$ cat config.mk
export PLATFORM = sky130hd
export DESIGN_NAME = regfile_sequencer
export DESIGN_NICKNAME = d
export VERILOG_FILES = /design/src/rtl/regfile_seq_pkg.sv /design/src/rtl/regfile_seq_alu.sv /design/src/rtl/regfile_sequencer.sv
export SDC_FILE = /design/constraint.sdc
export NUM_CORES = 1
export LEC_CHECK = 0
export ABC_AREA = 1
export CAP_MARGIN = 5
export CORE_ASPECT_RATIO = 0.75
export CORE_MARGIN = 3
export CORE_UTILIZATION = 35
export CTS_BUF_LIST = sky130_fd_sc_hd__clkbuf_2
export CTS_CLUSTER_DIAMETER = 50
export DETAILED_ROUTE_END_ITERATION = 12
export PLACE_DENSITY = 0.67
export REMOVE_ABC_BUFFERS = 1
export SLEW_MARGIN = 20
export SYNTH_ARGS = -nofsm -noshare
export SYNTH_HDL_FRONTEND = slang
export SYNTH_SLANG_ARGS = --single-unit
$ cat constraint.sdc
create_clock -name clk -period 3.85 [get_ports clk]
set_clock_uncertainty 0.2 [all_clocks]
set_input_delay 0.5775 -clock clk [delete_from_list [all_inputs] [get_ports clk]]
set_output_delay 0.5775 -clock clk [all_outputs]
set_load 0.1 [all_outputs]
$ cat src/rtl/regfile_seq_pkg.sv
// Shared types and default widths for the register-file command sequencer.
// Imported by regfile_sequencer and regfile_seq_alu.
package regfile_seq_pkg;

    localparam int unsigned DEFAULT_DATA_WIDTH  = 16;
    localparam int unsigned DEFAULT_INDEX_WIDTH = 2;

    typedef enum logic [1:0] {
        OP_LOADI = 2'd0,
        OP_ADD   = 2'd1,
        OP_SUB   = 2'd2,
        OP_MOV   = 2'd3
    } op_e;

    typedef enum logic [1:0] {
        ST_IDLE   = 2'd0,
        ST_READ_A = 2'd1,
        ST_READ_B = 2'd2,
        ST_WRITE  = 2'd3
    } state_e;

endpackage

$ cat src/rtl/regfile_seq_alu.sv
// Combinational result datapath for the sequencer: picks imm/opA or forms
// opA+opB / opA-opB, plus carry-out (ADD) or borrow (SUB).
module regfile_seq_alu
    import regfile_seq_pkg::*;
#(
    parameter int unsigned DATA_WIDTH = DEFAULT_DATA_WIDTH
) (
    input  op_e                   op,
    input  logic [DATA_WIDTH-1:0] op_a,
    input  logic [DATA_WIDTH-1:0] op_b,
    input  logic [DATA_WIDTH-1:0] imm,
    output logic [DATA_WIDTH-1:0] result,
    output logic                  carry
);

    logic [DATA_WIDTH:0]   sum_ext;
    logic [DATA_WIDTH-1:0] diff;

    always_comb begin
        sum_ext = {1'b0, op_a} + {1'b0, op_b};
        diff    = op_a - op_b;
        result  = '0;
        carry   = 1'b0;
        case (op)
            OP_LOADI: result = imm;
            OP_MOV:   result = op_a;
            OP_ADD: begin
                result = sum_ext[DATA_WIDTH-1:0];
                carry  = sum_ext[DATA_WIDTH];
            end
            OP_SUB: begin
                result = diff;
                carry  = (op_a < op_b);
            end
        endcase
    end

endmodule

$ cat src/rtl/regfile_sequencer.sv
// Command sequencer mastering a 1R/1W register file: accept, read up to two
// operands, compute, write. Optional flags via macro REGFILE_SEQ_FLAGS_EN.
module regfile_sequencer
    import regfile_seq_pkg::*;
#(
    parameter int unsigned DATA_WIDTH  = DEFAULT_DATA_WIDTH,
    parameter int unsigned INDEX_WIDTH = DEFAULT_INDEX_WIDTH
) (
    input  logic                   clk,
    input  logic                   reset,
    input  logic                   cmd_valid,
    output logic                   cmd_ready,
    input  logic [1:0]             cmd_op,
    input  logic [INDEX_WIDTH-1:0] cmd_dst,
    input  logic [INDEX_WIDTH-1:0] cmd_src_a,
    input  logic [INDEX_WIDTH-1:0] cmd_src_b,
    input  logic [DATA_WIDTH-1:0]  cmd_imm,
    output logic [INDEX_WIDTH-1:0] rf_read_index,
    input  logic [DATA_WIDTH-1:0]  rf_read_data,
    output logic [INDEX_WIDTH-1:0] rf_write_index,
    output logic                   rf_write_enable,
    output logic [DATA_WIDTH-1:0]  rf_write_data,
    output logic                   done,
    output logic [DATA_WIDTH-1:0]  result
`ifdef REGFILE_SEQ_FLAGS_EN
    ,
    output logic                   flag_zero,
    output logic                   flag_carry
`endif
);

    state_e                 state_q, state_d;
    op_e                    op_q, op_d;
    logic [INDEX_WIDTH-1:0] dst_q, dst_d;
    logic [INDEX_WIDTH-1:0] src_a_q, src_a_d;
    logic [INDEX_WIDTH-1:0] src_b_q, src_b_d;
    logic [DATA_WIDTH-1:0]  imm_q, imm_d;
    logic [DATA_WIDTH-1:0]  opa_q, opa_d;
    logic [DATA_WIDTH-1:0]  opb_q, opb_d;

    logic [DATA_WIDTH-1:0]  alu_result;
    logic                   in_write;
`ifdef REGFILE_SEQ_FLAGS_EN
    logic                   alu_carry;
`else
    logic                   alu_carry_unused;
`endif

    regfile_seq_alu #(
        .DATA_WIDTH(DATA_WIDTH)
    ) u_alu (
        .op     (op_q),
        .op_a   (opa_q),
        .op_b   (opb_q),
        .imm    (imm_q),
        .result (alu_result),
`ifdef REGFILE_SEQ_FLAGS_EN
        .carry  (alu_carry)
`else
        .carry  (alu_carry_unused)
`endif
    );

    always_comb begin
        state_d = state_q;
        op_d    = op_q;
        dst_d   = dst_q;
        src_a_d = src_a_q;
        src_b_d = src_b_q;
        imm_d   = imm_q;
        opa_d   = opa_q;
        opb_d   = opb_q;
        case (state_q)
            ST_IDLE: begin
                if (cmd_valid) begin
                    op_d    = op_e'(cmd_op);
                    dst_d   = cmd_dst;
                    src_a_d = cmd_src_a;
                    src_b_d = cmd_src_b;
                    imm_d   = cmd_imm;
                    state_d = (op_e'(cmd_op) == OP_LOADI) ? ST_WRITE : ST_READ_A;
                end
            end
            ST_READ_A: begin
                opa_d   = rf_read_data;
                state_d = (op_q == OP_MOV) ? ST_WRITE : ST_READ_B;
            end
            ST_READ_B: begin
                opb_d   = rf_read_data;
                state_d = ST_WRITE;
            end
            ST_WRITE: state_d = ST_IDLE;
        endcase
    end

    // Write-side outputs are gated by reset so an aborted command never commits.
    always_comb begin
        in_write        = (state_q == ST_WRITE) && !reset;
        cmd_ready       = (state_q == ST_IDLE) && !reset;
        rf_read_index   = '0;
        if (state_q == ST_READ_A) rf_read_index = src_a_q;
        if (state_q == ST_READ_B) rf_read_index = src_b_q;
        rf_write_enable = in_write;
        done            = in_write;
        rf_write_index  = in_write ? dst_q : '0;
        rf_write_data   = in_write ? alu_result : '0;
        result          = in_write ? alu_result : '0;
    end

    always_ff @(posedge clk) begin
        if (reset) begin
            state_q <= ST_IDLE;
            op_q    <= OP_LOADI;
            dst_q   <= '0;
            src_a_q <= '0;
            src_b_q <= '0;
            imm_q   <= '0;
            opa_q   <= '0;
            opb_q   <= '0;
        end else begin
            state_q <= state_d;
            op_q    <= op_d;
            dst_q   <= dst_d;
            src_a_q <= src_a_d;
            src_b_q <= src_b_d;
            imm_q   <= imm_d;
            opa_q   <= opa_d;
            opb_q   <= opb_d;
        end
    end

`ifdef REGFILE_SEQ_FLAGS_EN
    logic flag_zero_q, flag_zero_d;
    logic flag_carry_q, flag_carry_d;

    always_comb begin
        flag_zero_d  = flag_zero_q;
        flag_carry_d = flag_carry_q;
        if (state_q == ST_WRITE) begin
            flag_zero_d  = (alu_result == '0);
            flag_carry_d = alu_carry;
        end
    end

    always_ff @(posedge clk) begin
        if (reset) begin
            flag_zero_q  <= 1'b0;
            flag_carry_q <= 1'b0;
        end else begin
            flag_zero_q  <= flag_zero_d;
            flag_carry_q <= flag_carry_d;
        end
    end

    assign flag_zero  = flag_zero_q;
    assign flag_carry = flag_carry_q;
`endif

endmodule

==> impl_summary.log <==
[metrics] post-route minimum period: 4.00 ns
[metrics] cell area reported after detailed placement: 5040 µm²
[metrics] Std-Cell Rows: 32
[metrics] area share of the largest cell type after synthesis: 30.3%
[metrics] clock sink count: 58
[metrics] layout cells sized above 1: 29.9%
[metrics] final standard cell utilization of the core: 56.5%
[metrics] Clock Tree Buf Depth: 2
[metrics] setup repair after global routing missed its margin: yes
[metrics] clock transition time at the flip-flop clock pins of the worst setup and hold paths: 0.17 ns
[metrics] Remaining DRCs: 0
[metrics] TritonCTS clock tree: yes
[metrics] Post-Syn Area: 3830 µm²
[metrics] WHS Path Cells: 2
[metrics] starting density of the core: 36.6%
[metrics] # fillers: 958
[metrics] combinational family with the most area after synthesis: simple AND/OR/NAND/NOR gates
[metrics] PnR worst setup slack: -0.152 ns
[metrics] total CTS buffers: 9
[metrics] global route overflow: 0
[metrics] final cycle utilization of the critical path: 104%
[metrics] Core Area: 10,500 µm²
[metrics] total number of H-tree levels: 3
[metrics] Worst R2R Start: state_q[1]
[metrics] total net switching power: 2.42 mW
[metrics] portion of total power attributed to sequential cells: 18.5%
[metrics] Total Neg Setup Slack: -1.67 ns
[metrics] source-to-sink clock delay at the later pin of the worst-skew pair: 0.52 ns
[metrics] total of max-cap violations: 0
[metrics] Synth Area per Inst: 6.48 µm²
[metrics] cell with the most instances on the worst path: sky130_fd_sc_hd__buf_4
[metrics] internal power: 2.40 mW
[metrics] critical path capture point type: primary output
[metrics] combined buffer and inverter count along the critical path: 6
[metrics] Avg Vias per Cell: 5.05
[metrics] area leader, netlist: sky130_fd_sc_hd__dfxtp_1
[metrics] post-synthesis async set-or-reset flop share: 0%
[metrics] endpoints failing setup: 18
[metrics] height of the die: 96.7 µm
[metrics] Detailed Route WL: 12.0 mm
[metrics] Final Hold Viols: 0
[metrics] cell with the largest stage delay on the worst path: sky130_fd_sc_hd__dfxtp_4
[metrics] Main synth FF type: sky130_fd_sc_hd__dfxtp_1
[metrics] pin count of the biggest net entering global routing: 58
[metrics] Detailed Routing Iterations Pass 1: 5
[metrics] total stage count of the critical path: 19
[metrics] worst path arrival time: 3.22 ns
[metrics] dominant cells by area after synthesis: sky130_fd_sc_hd__dfxtp_1 (30%), sky130_fd_sc_hd__nor2_1 (12%), sky130_fd_sc_hd__o21ai_0 (11%), sky130_fd_sc_hd__ha_1 (7.8%), sky130_fd_sc_hd__nand2_1 (7.4%)
[metrics] Post-Synth Adder-Cell Area: 8.35%
[metrics] Finished Cell Area: 5930 µm²
[metrics] FF-to-FF setup slack: 1.22 ns
[metrics] complex-gate fraction of the synthesized area: 20.2%
[metrics] drt initial violations: 267
[metrics] combinational share of power: 73.8%
[metrics] most used standard cell by instance count after synthesis: sky130_fd_sc_hd__nor2_1
[metrics] max frequency: 250 MHz
[metrics] power after layout: 4.83 mW
[metrics] Post-synth EDFFs: 0
[metrics] largest stage delay on the critical path: 0.39 ns
[metrics] run status: finished, violations left
[metrics] Hold Crit Class: reg2reg
[metrics] number of flip-flops and latches in the synthesized netlist: 58
[metrics] portion of total power attributed to the clock network: 7.7%
[metrics] via count of the first global-routing pass: 4,012
[metrics] YS warnings: 0
[metrics] total track usage: 18.7%
[metrics] Top delay family on crit path: simple AND/OR/NAND/NOR gates
[metrics] required time at the worst-slack endpoint: 3.07 ns
[metrics] startpoint of the worst hold path: dst_q[1]
[metrics] footprint of the flip-flops and latches: 1180 µm²
[metrics] wire per inst: 14.5 µm
[metrics] wire length of the first global-routing pass: 18.8 mm
[metrics] critical path start-end classification: reg2out
[metrics] count of buffers inserted at the top-level ports: 81
[metrics] antenna violations before repair: 0
[metrics] most frequent cells after synthesis: sky130_fd_sc_hd__nor2_1 (123), sky130_fd_sc_hd__o21ai_0 (85), sky130_fd_sc_hd__nand2_1 (76)
[metrics] switching part of the total: 50.2%
[metrics] violated checks: negative setup slack
[metrics] simple-gate share of the synthesized area: 26.3%
[metrics] cell depth of the worst flop-to-flop path: 6
[metrics] Post-Route Hold Slack: 0.266 ns
[metrics] final max-slew violation count: 0
[metrics] endpoint of the worst hold-timing path: dst_q[1]
[metrics] Startpoint Class: register
[metrics] remaining antenna violation count after routing: 0
[metrics] vias after detailed routing: 4,175
[metrics] Critical R2R Capture: state_q[0]
[metrics] routability cong.: 0.911
[metrics] post-layout net count: 754
[metrics] width of the chip: 127 µm
[metrics] cell-by-cell trace of the critical path: inv_4, ha_4, inv_4, nor2_4, nand4_1, nand2_2, nand2_4, nor2_4, xor2_2, ha_4, buf_4, nand3_4, o21a_1, buf_4, nand3_2, nand3_2, a21oi_2, buf_4, buf_12
[metrics] die outline area: 12,300 µm²
[metrics] area of the multi-input gates: 2720 µm²
[metrics] Post-Synth XOR/XNOR Area: 2.97%
[metrics] multiplexer area fraction after synthesis: 0%
[metrics] area delta synth->final: 54.7%
[metrics] cell count after synthesis: 592
[metrics] worst slew pin tran: 0.717 ns
[metrics] worst-case vdd ir drop: 392 µV
[metrics] Boundary Pins: 82
[metrics] Leak: 2.57 nW
[metrics] Worst slew margin: 52.1%
[metrics] post-synth cell types: 33
[metrics] master cell of the clock root buffer: sky130_fd_sc_hd__clkbuf_2
[metrics] placed wire-length estimate after detailed placement: 8.40 mm
[metrics] power density over the cells: 814 nW/µm²
[metrics] Worst Path Max Fanout: 5
[metrics] post-synthesis sequential area ratio: 30.3%
==> cells in the final DEF (no fill, tap or decap), types with 5 or more instances in the layout <==
cell type,synthesis,layout
sky130_fd_sc_hd__nor2_1,123,116
sky130_fd_sc_hd__o21ai_0,85,77
sky130_fd_sc_hd__inv_1,61,52
sky130_fd_sc_hd__nand2_1,76,52
sky130_fd_sc_hd__dfxtp_1,58,49
sky130_fd_sc_hd__clkdlybuf4s50_1,0,42
sky130_fd_sc_hd__buf_4,18,37
sky130_fd_sc_hd__buf_12,0,36
sky130_fd_sc_hd__a21oi_1,54,33
sky130_fd_sc_hd__nand2_2,2,21
sky130_fd_sc_hd__nand3_1,23,18
sky130_fd_sc_hd__a21oi_2,2,18
sky130_fd_sc_hd__ha_4,0,12
sky130_fd_sc_hd__ha_1,24,10
sky130_fd_sc_hd__clkbuf_2,1,10
sky130_fd_sc_hd__nor2_4,1,8
sky130_fd_sc_hd__buf_6,0,8
sky130_fd_sc_hd__xor2_1,9,7
sky130_fd_sc_hd__o21ai_1,1,6
sky130_fd_sc_hd__inv_4,0,6
sky130_fd_sc_hd__dfxtp_2,0,6
sky130_fd_sc_hd__nand2_4,0,5
sky130_fd_sc_hd__a21oi_4,0,5
sky130_fd_sc_hd__nand3_2,1,5
==> metrics by stage <==
stage               worst slack, ns  std cells
floorplan                     -2.87        552
global placement              0.170        782
detailed placement            0.145        782
CTS                          -0.203        811
global route                 -0.340        825
finish                       -0.152        826
==> worst min-delay path, stage by stage, from the launching register on <==
cell and delay [ns]:
sky130_fd_sc_hd__dfxtp_1 0.33, sky130_fd_sc_hd__inv_1 0.06, sky130_fd_sc_hd__a21oi_1 0.05
==> power groups by stage <==
stage	combinational, mW	clock [mW]	sequential (mW)
after CTS	2.92	0.379	0.875
after floorplan	1.74	0	0.834
final	3.56	0.370	0.894
after global placement	2.26	0	0.871
after global routing	3.89	0.401	0.911
after detailed placement	2.28	0	0.876
==> worst max path at each step <==
stage	from	end	slack (ns)
after floorplan	reset	result[10]	-2.87
after global placement	opb_q[0]	result[11]	0.17
after detailed placement	opb_q[0]	result[13]	0.15
after CTS	opb_q[0]	result[13]	-0.20
after global routing	opb_q[10]	result[14]	-0.34
final	opb_q[1]	result[13]	-0.15
==> cell families (layout without fill, tap and decap cells) <==
family	count (synthesis)	count (layout)
fa+ha+maj	25	25
xor+xnor	13	13
other cells	0	1
buf+inv	103	200
simple gates	243	243
compound gates	150	150
flops	58	58
==> final cells by class <==
class	count	area share, %
sequential	58	19.9
antenna	1	0.0422
clock buffer	10	0.844
multi-input combinational	431	45.8
tap	136	2.87
inverter	63	4.35
clock inverter	4	0.759
timing repair buffer	123	25.4
==> layer usage <==
metal	GRT usage [%]	up-vias	share of wire [%]
li1	-	2099	-
met1	23.4	1928	44
met2	31.8	124	48
met3	4.91	24	5.5
met4	4.62	0	1.7
met5	0	-	0
==> timing repair <==
action                                  in CTS  in global routing
cloned                                       0                  0
gates resized for setup                     87                 63
hold buffers                                 0                  0
endpoints found under the setup margin      26                 26
pin swaps                                   32                 37
setup buffers                               15                 14
==> flip-flops by register name, summed over array words and instances, names as in the netlist <==
name and cells:
imm_q 16, opa_q 16, opb_q 16, dst_q 2, op_q 2, src_a_q 2, src_b_q 2, state_q 2
Note: power is estimated with default switching activity, not from simulation.
